--- config.mk ---
export PLATFORM = sky130hd
export DESIGN_NAME = regfile_mp
export DESIGN_NICKNAME = d
export VERILOG_FILES = /design/src/rtl/regfile_mp.sv
export SDC_FILE = /design/constraint.sdc
export NUM_CORES = 2
export LEC_CHECK = 0
export BUFFER_PORTS_ARGS = -buffer_cell sky130_fd_sc_hd__buf_2
export CELL_PAD_IN_SITES_DETAIL_PLACEMENT = 0
export CELL_PAD_IN_SITES_GLOBAL_PLACEMENT = 1
export CORE_ASPECT_RATIO = 0.9
export CORE_MARGIN = 4
export CORE_UTILIZATION = 35
export DETAILED_ROUTE_END_ITERATION = 10
export PLACE_DENSITY_LB_ADDON = 0.1
export SYNTH_ARGS = -nofsm -noshare
export SYNTH_HDL_FRONTEND = slang
export SYNTH_SLANG_ARGS = --single-unit
--- constraint.sdc ---
create_clock -name clk -period 2.95 [get_ports clk]
set_clock_uncertainty 0.1 [all_clocks]
set_input_delay 0.59 -clock clk [delete_from_list [all_inputs] [get_ports clk]]
set_output_delay 0.59 -clock clk [all_outputs]
set_load 0.02 [all_outputs]
--- src/rtl/regfile_mp.sv ---
// Multi-port register file with two prioritised write ports, optional write-to-read bypass,
// a per-register busy scoreboard for RAW hazard detection and a sticky write-collision flag.
module regfile_mp #(
   parameter int unsigned DATA_W   = 32,
   parameter int unsigned ADDR_W   = 5,
   parameter int unsigned NUM_RD   = 2,
   parameter int unsigned BYPASS   = 1,
   parameter int unsigned ZERO_REG = 1
) (
   input  logic                       clk,
   input  logic                       rst_n,
   input  logic                       we0,
   input  logic [ADDR_W-1:0]          waddr0,
   input  logic [DATA_W-1:0]          wdata0,
   input  logic                       we1,
   input  logic [ADDR_W-1:0]          waddr1,
   input  logic [DATA_W-1:0]          wdata1,
   input  logic [NUM_RD*ADDR_W-1:0]   raddr,
   output logic [NUM_RD*DATA_W-1:0]   rdata,
   output logic [NUM_RD-1:0]          rbusy,
   input  logic                       issue_vld,
   input  logic [ADDR_W-1:0]          issue_addr,
   output logic                       wr_collide,
   input  logic                       clr_collide
);

   localparam int unsigned DEPTH = 1 << ADDR_W;

   logic [DATA_W-1:0] mem_q [DEPTH];
   logic [DEPTH-1:0]  busy_q, busy_d;
   logic              collide_q, collide_d;

   logic we0_ok, we1_ok, we0_eff, iss_ok, same_waddr;

   // Register 0 is hardwired to zero when ZERO_REG is set: writes and issues to it are dropped.
   function automatic logic addr_legal(input logic [ADDR_W-1:0] a);
      return !((ZERO_REG != 0) && (a == '0));
   endfunction

   always_comb begin
      same_waddr = (waddr0 == waddr1);
      we0_ok     = we0 && addr_legal(waddr0);
      we1_ok     = we1 && addr_legal(waddr1);
      iss_ok     = issue_vld && addr_legal(issue_addr);
      // Port 1 wins a same-address collision; port 0 is dropped.
      we0_eff    = we0_ok && !(we1_ok && same_waddr);
   end

   always_ff @(posedge clk or negedge rst_n) begin
      if (!rst_n) begin
         mem_q <= '{default: '0};
      end else begin
         if (we0_eff) mem_q[waddr0] <= wdata0;
         if (we1_ok)  mem_q[waddr1] <= wdata1;
      end
   end

   // Scoreboard: writes retire a producer, issue installs a newer one (issue applied last wins).
   always_comb begin
      busy_d = busy_q;
      if (we0_ok) busy_d[waddr0] = 1'b0;
      if (we1_ok) busy_d[waddr1] = 1'b0;
      if (iss_ok) busy_d[issue_addr] = 1'b1;
   end

   always_comb begin
      collide_d = collide_q;
      if (clr_collide) collide_d = 1'b0;
      if (we0_ok && we1_ok && same_waddr) collide_d = 1'b1;
   end

   always_ff @(posedge clk or negedge rst_n) begin
      if (!rst_n) begin
         busy_q    <= '0;
         collide_q <= 1'b0;
      end else begin
         busy_q    <= busy_d;
         collide_q <= collide_d;
      end
   end

   assign wr_collide = collide_q;

   // Per-port combinational read with optional forwarding of this cycle's write data.
   for (genvar g = 0; g < int'(NUM_RD); g++) begin : g_rd
      logic [ADDR_W-1:0] ra;
      logic              hit1, hit0, zero_rd;

      assign ra      = raddr[g*ADDR_W +: ADDR_W];
      assign zero_rd = (ZERO_REG != 0) && (ra == '0);
      assign hit1    = (BYPASS != 0) && we1_ok && (waddr1 == ra);
      assign hit0    = (BYPASS != 0) && we0_ok && (waddr0 == ra);

      assign rdata[g*DATA_W +: DATA_W] = zero_rd ? '0     :
                                         hit1    ? wdata1 :
                                         hit0    ? wdata0 :
                                                   mem_q[ra];
      assign rbusy[g] = !zero_rd && !hit1 && !hit0 && busy_q[ra];
   end

endmodule

Word-level counts from Yosys, hierarchy flattened
Index checks and enable logic that the tools add are counted.
{"block": "totals", "reg_bits": 1057, "inputBits": 95, "wordCells": 135}
{"block": "classes", "magnitude_cmp": 14, "eq_ne": 5, "muxes": 35, "bitwise_logic": 9, "n_reduce_logical": 38}
{"cell": "1024-bit bitwise mux", "count": 2}
{"cell": "1024-bit two-way mux", "count": 2}
{"cell": "32-bit two-way mux", "count": 15}
{"cell": "32-bit binary-select mux with 5-bit select", "count": 2}
{"cell": "32-bit demux with 5-bit select", "count": 2}
{"cell": "32-bit AND", "count": 2}
{"cell": "32-bit inverter", "count": 2}
{"cell": "32-bit bitwise OR", "count": 1}
{"cell": "5-bit by 6-bit < comparator with 1-bit output (second input constant)", "count": 5}
{"cell": "5-bit equality test", "count": 5}
{"cell": "5-bit logical NOT", "count": 5}
{"cell": "6-bit >= comparator (second input constant)", "count": 4}
{"cell": "5-bit inverter with 6-bit output", "count": 4}
{"cell": "1-bit logical AND", "count": 22}
{"cell": "1-bit demux with 5-bit select", "count": 3}
{"cell": "5-bit by 1-bit >= comparator with 1-bit output (second input constant)", "count": 3}
{"cell": "6-bit by 1-bit < comparator with 1-bit output (second input constant)", "count": 2}
{"cell": "1-bit binary-select mux with 5-bit select", "count": 2}
{"cell": "1-bit logical NOT", "count": 10}
{"cell": "1-bit two-way mux", "count": 7}
{"cell": "2-bit nonzero test", "count": 1}

Logic depth before layout (Yosys ltp)
{"block": "depth", "depth_word": 11, "depth_mapped": 10, "mapped_depth_nobuf": 5}

Worst setup path before layout
Ideal clock, no wire load.
{"block": "synth_timing", "path_type": "input port to output port", "start": "input port waddr0[2]", "end": "output port rdata[21]", "arrival_time_ns": 2.446, "setup_slack_ns": -0.186, "cell_stages": 8, "cell_sequence": "or3_1 > clkbuf_1 > o31ai_4 > nor4_1 > or3b_1 > buf_2 > buf_6 > o221ai_1"}
{"block": "synth_between", "elab_chain_cells": 7, "word_cells_on_any_way": 8, "cone_classes": "1 x eq/ne; 3 x mux; 4 x reduce/logical"}
{"item": "start, declared", "line_no": "13", "source": "input logic [ADDR_W-1:0] waddr0,"}
{"item": "5-bit logical NOT", "line_no": "37", "source": "return !((ZERO_REG != 0) && (a == '0));"}
{"item": "1-bit logical NOT", "line_no": "37"}
{"item": "1-bit logical AND", "line_no": "42", "source": "we0_ok = we0 && addr_legal(waddr0);"}
{"item": "1-bit logical AND *", "line_no": "92", "source": "assign hit0 = (BYPASS != 0) && we0_ok && (waddr0 == ra);"}
{"item": "32-bit two-way mux *", "line_no": "96", "source": "hit0 ? wdata0 :"}
{"item": "32-bit two-way mux *", "line_no": "95", "source": "hit1 ? wdata1 :"}
{"item": "32-bit two-way mux *", "line_no": "94", "source": "assign rdata[g*DATA_W +: DATA_W] = zero_rd ? '0 :"}
{"item": "end, declared", "line_no": "19", "source": "output logic [NUM_RD*DATA_W-1:0] rdata,"}
Mark *: on every way between the ends. The rest lies on a longest branch, timed or not.

Worst setup path in the final report
{"block": "layout_timing", "start": "input port waddr0[2]", "end": "output port rdata[27]"}
The elaborated chain is that of the path after synthesis.

==> flow_summary.yaml <==
floorplan:
  pin_count: 162
  start_util_pct: 35.21
  die_h_um: 423.4
  rows: 152
  die_x_um: 469.5
  core-area_um2: 190600
  die_area_um2: 198800
logic_synthesis:
  ys_seq_area_share_pct: 39.42
  synth_area_leaders: "dfrtp_1 39%, nand2_1 12%, mux4_2 11%"
  synth_largest_area_cell: "dfrtp_1"
  yosysMostFrequentCell: "nand2_1"
  synthCells: 7677
  ys_types: 57
  syn-num-nets: 7772
  yosysTopAreaCellShare_pct: 39.42
  ys_top_cells_by_count: "2125 x nand2_1, 1057 x dfrtp_1, 954 x a31oi_1"
  synth_area_um2: 67090
  ys.warnings.count: 0
  ys_seq_elements: 1057
  syn_area_per_cell_um2: 8.739
  synth-edff-count: 0
  synth_flop_cell: "dfrtp_1"
  synthArstFlopShare_pct: 100.0
route:
  firstDrtPassIters: 7
  routed_wl_um: 375100
  route.antenna.remaining_nets: 0
  drt_iter0_markers: 8674
  vias: 66050
  drc: 0
  viasPerCell: 6.293
  wire_per_inst_um: 35.74
grt:
  grt_pass1_wl_um: 519300
  met2_usage_pct: 54.93
  grt_util_met1_pct: 48.59
  antenna_found_initial: 9
  busiest_layer: "met2"
  grt_util_met3_pct: 8.114
  track_usage_pct: 36.72
  grt_start_max_net_pins: 130
  grt_pass1_vias: 63060
  grt-ovfl-total: 0
sta:
  timing.final.crit_share_pct: 120.1
  setup_violations: 66
  max_freq_mhz: 282.4
  setup_tns_ns: -31.33
  hold_ws_ns: 0.1600
  slew_viol_final: 0
  rsz0062_at_grt: "true"
  max_slew.worst_pin.slew_ns: 0.9391
  maxSlewHeadroom_pct: 37.39
  fin_crit_ns: 3.542
  finalHoldViolCount: 0
  setup_ws_ns: -0.5916
outcome:
  outcome: "finished, violations left"
  violations: "setup timing"
worst_setup_path:
  critPathKind: "input port to output pin"
  worstPathRequired_ns: 2.26
  reg2reg_depth: 2
  cp_max_fo: 6
  arrival_ns: 2.85
  cp-end-kind: "output pin"
  cp-start-kind: "input port"
cts:
  clock_sinks: 1057
  insertion_delay_ns: 0.79
  htree_levels: 4
  path_clk_slew_ns: 0.06
  numCtsBuffers: 136
  clockRootBuffer: "clkbuf_16"
  cts_tree: "yes"
  cts_buffer_depth: 3
power:
  p_int_mw: 35.63
  p_per_area_nw_per_um2: 637.6
  clkPwrFrac_pct: 31.9
  p_comb_share_pct: 27.9
  ir_drop_mv: 0.6527
  seqPwrFrac_pct: 40.2
  p_leak_nw: 36.42
  power_switching_mw: 17.86
  switching_share_pct: 33.39
  power.total_mw: 53.49
finish:
  area_delta_synth_final_pct: 25.04
  drive_gt1_share_pct: 22.52
  nFillCells: 18060
  nets: 7951
  finish.utilization_pct: 44.02
place:
  place.gp.congestion: 0.9300
  hpwl_um: 249100
  place.port_buffers: 161
worst_hold_path:
  hp-class: "input port to register"
  holdPathStages: 3
job:
  cap_violations: 0
==> kinds of logic after synthesis <==
family	count (synthesis)	synth area share, %
simple gates	3223	18.59
compound gates	1618	16.83
flops	1057	39.42
buf+inv	956	6.725
mux	798	18.11
xor+xnor	25	0.3264
==> power groups by stage <==
stage | Sequential, mW | Clock [mW] | Combinational, mW
3_3_place_gp | 21.5 | 0 | 13.7
3_5_place_dp | 21.6 | 0 | 14.1
5_1_grt | 22.0 | 17.8 | 16.0
2_1_floorplan | 20.5 | 0 | 9.40
4_1_cts | 21.4 | 17.2 | 14.6
6_report | 21.5 | 17.1 | 14.9
==> final cells by class <==
cell class	instances	area [um^2]	share of cell area, %
diodes	5	12.51	0.01491
inverters	35	131.4	0.1566
clock buffers	200	3969	4.731
clock inverters	31	382.9	0.4564
repair buffers	962	11670	13.91
flip-flops and latches	1057	26450	31.53
multi-input cells	5664	38100	45.41
well taps	2541	3179	3.790
==> layout by cell type (no fill, tap or decap), drive strengths merged, types with 8 or more instances in the layout <==
| cell | n |
|---|---|
| xor2 | 13 |
| nand3 | 93 |
| dfrtp | 1057 |
| a22o | 62 |
| mux2 | 66 |
| mux4 | 326 |
| buf | 957 |
| a32o | 29 |
| o22ai | 32 |
| o221ai | 157 |
| nand2 | 2125 |
| a21o | 31 |
| inv | 43 |
| clkinv | 16 |
| nor3b | 8 |
| a31oi | 954 |
| xnor2 | 12 |
| a21oi | 107 |
| a311oi | 31 |
| o211ai | 70 |
| a221oi | 62 |
| clkbuf | 202 |
| mux2i | 406 |
| o21ai | 64 |
| nor2 | 935 |
| nor2b | 11 |
==> state kept, by name (all words and copies together), names as in the netlist <==
signal and flops:
busy_q 32, wr_collide 1, mem_q 1024
==> routing by layer <==
metal | vias to the layer above | wire length, um | share of wire, %
met5 | - | 14 | 0.0037
met4 | 2 | 26510 | 7.1
li1 | 27700 | - | -
met3 | 974 | 35310 | 9.4
met1 | 33350 | 150200 | 40
met2 | 4018 | 163100 | 43
==> worst paths after layout <==
| path | startpoint | to | slack, ns |
|---|---|---|---|
| min in group asynchronous | rst_n | mem_q[714]$_DFF_PN0_ | 0.18 |
| max in group asynchronous | rst_n | mem_q[146]$_DFF_PN0_ | 1.32 |
| min reg2reg | mem_q[1007]$_DFF_PN0_ | mem_q[1007]$_DFF_PN0_ | 0.30 |
| max | waddr0[2] | rdata[27] | -0.59 |
| min | issue_addr[1] | busy_q[13]$_DFF_PN0_ | 0.16 |
| max reg2reg | wr_collide$_DFFE_PN0P_ | wr_collide$_DFFE_PN0P_ | 1.75 |
==> repair_timing <==
action                     CTS  global route
hold endpoints to repair   210             0
cloned                       6             1
buffers inserted            19            27
pin swaps                   30            17
setup endpoints to repair   66            66
resized for setup          214            64
hold buffers                 2             0
==> stage by stage <==
stage	cells	setup slack, ns	cell area, um^2
5_1_grt	10490	-0.5970	83890
2_1_floorplan	7677	-0.07397	67750
4_1_cts	10460	-0.5910	83250
3_5_place_dp	10210	-1.420	77600
6_report	10500	-0.5916	83890
3_3_place_gp	10210	-1.445	77600
==> critical path, cell delays in order <==
cell and delay [ns]:
buf_6 0.09, or3_4 0.40, o31ai_4 0.26, nor4_4 0.09, buf_6 0.16, or3b_4 0.52
buf_12 0.18, buf_12 0.12, o221ai_4 0.25, buf_6 0.17
Note: power is estimated with default switching activity, not from simulation.
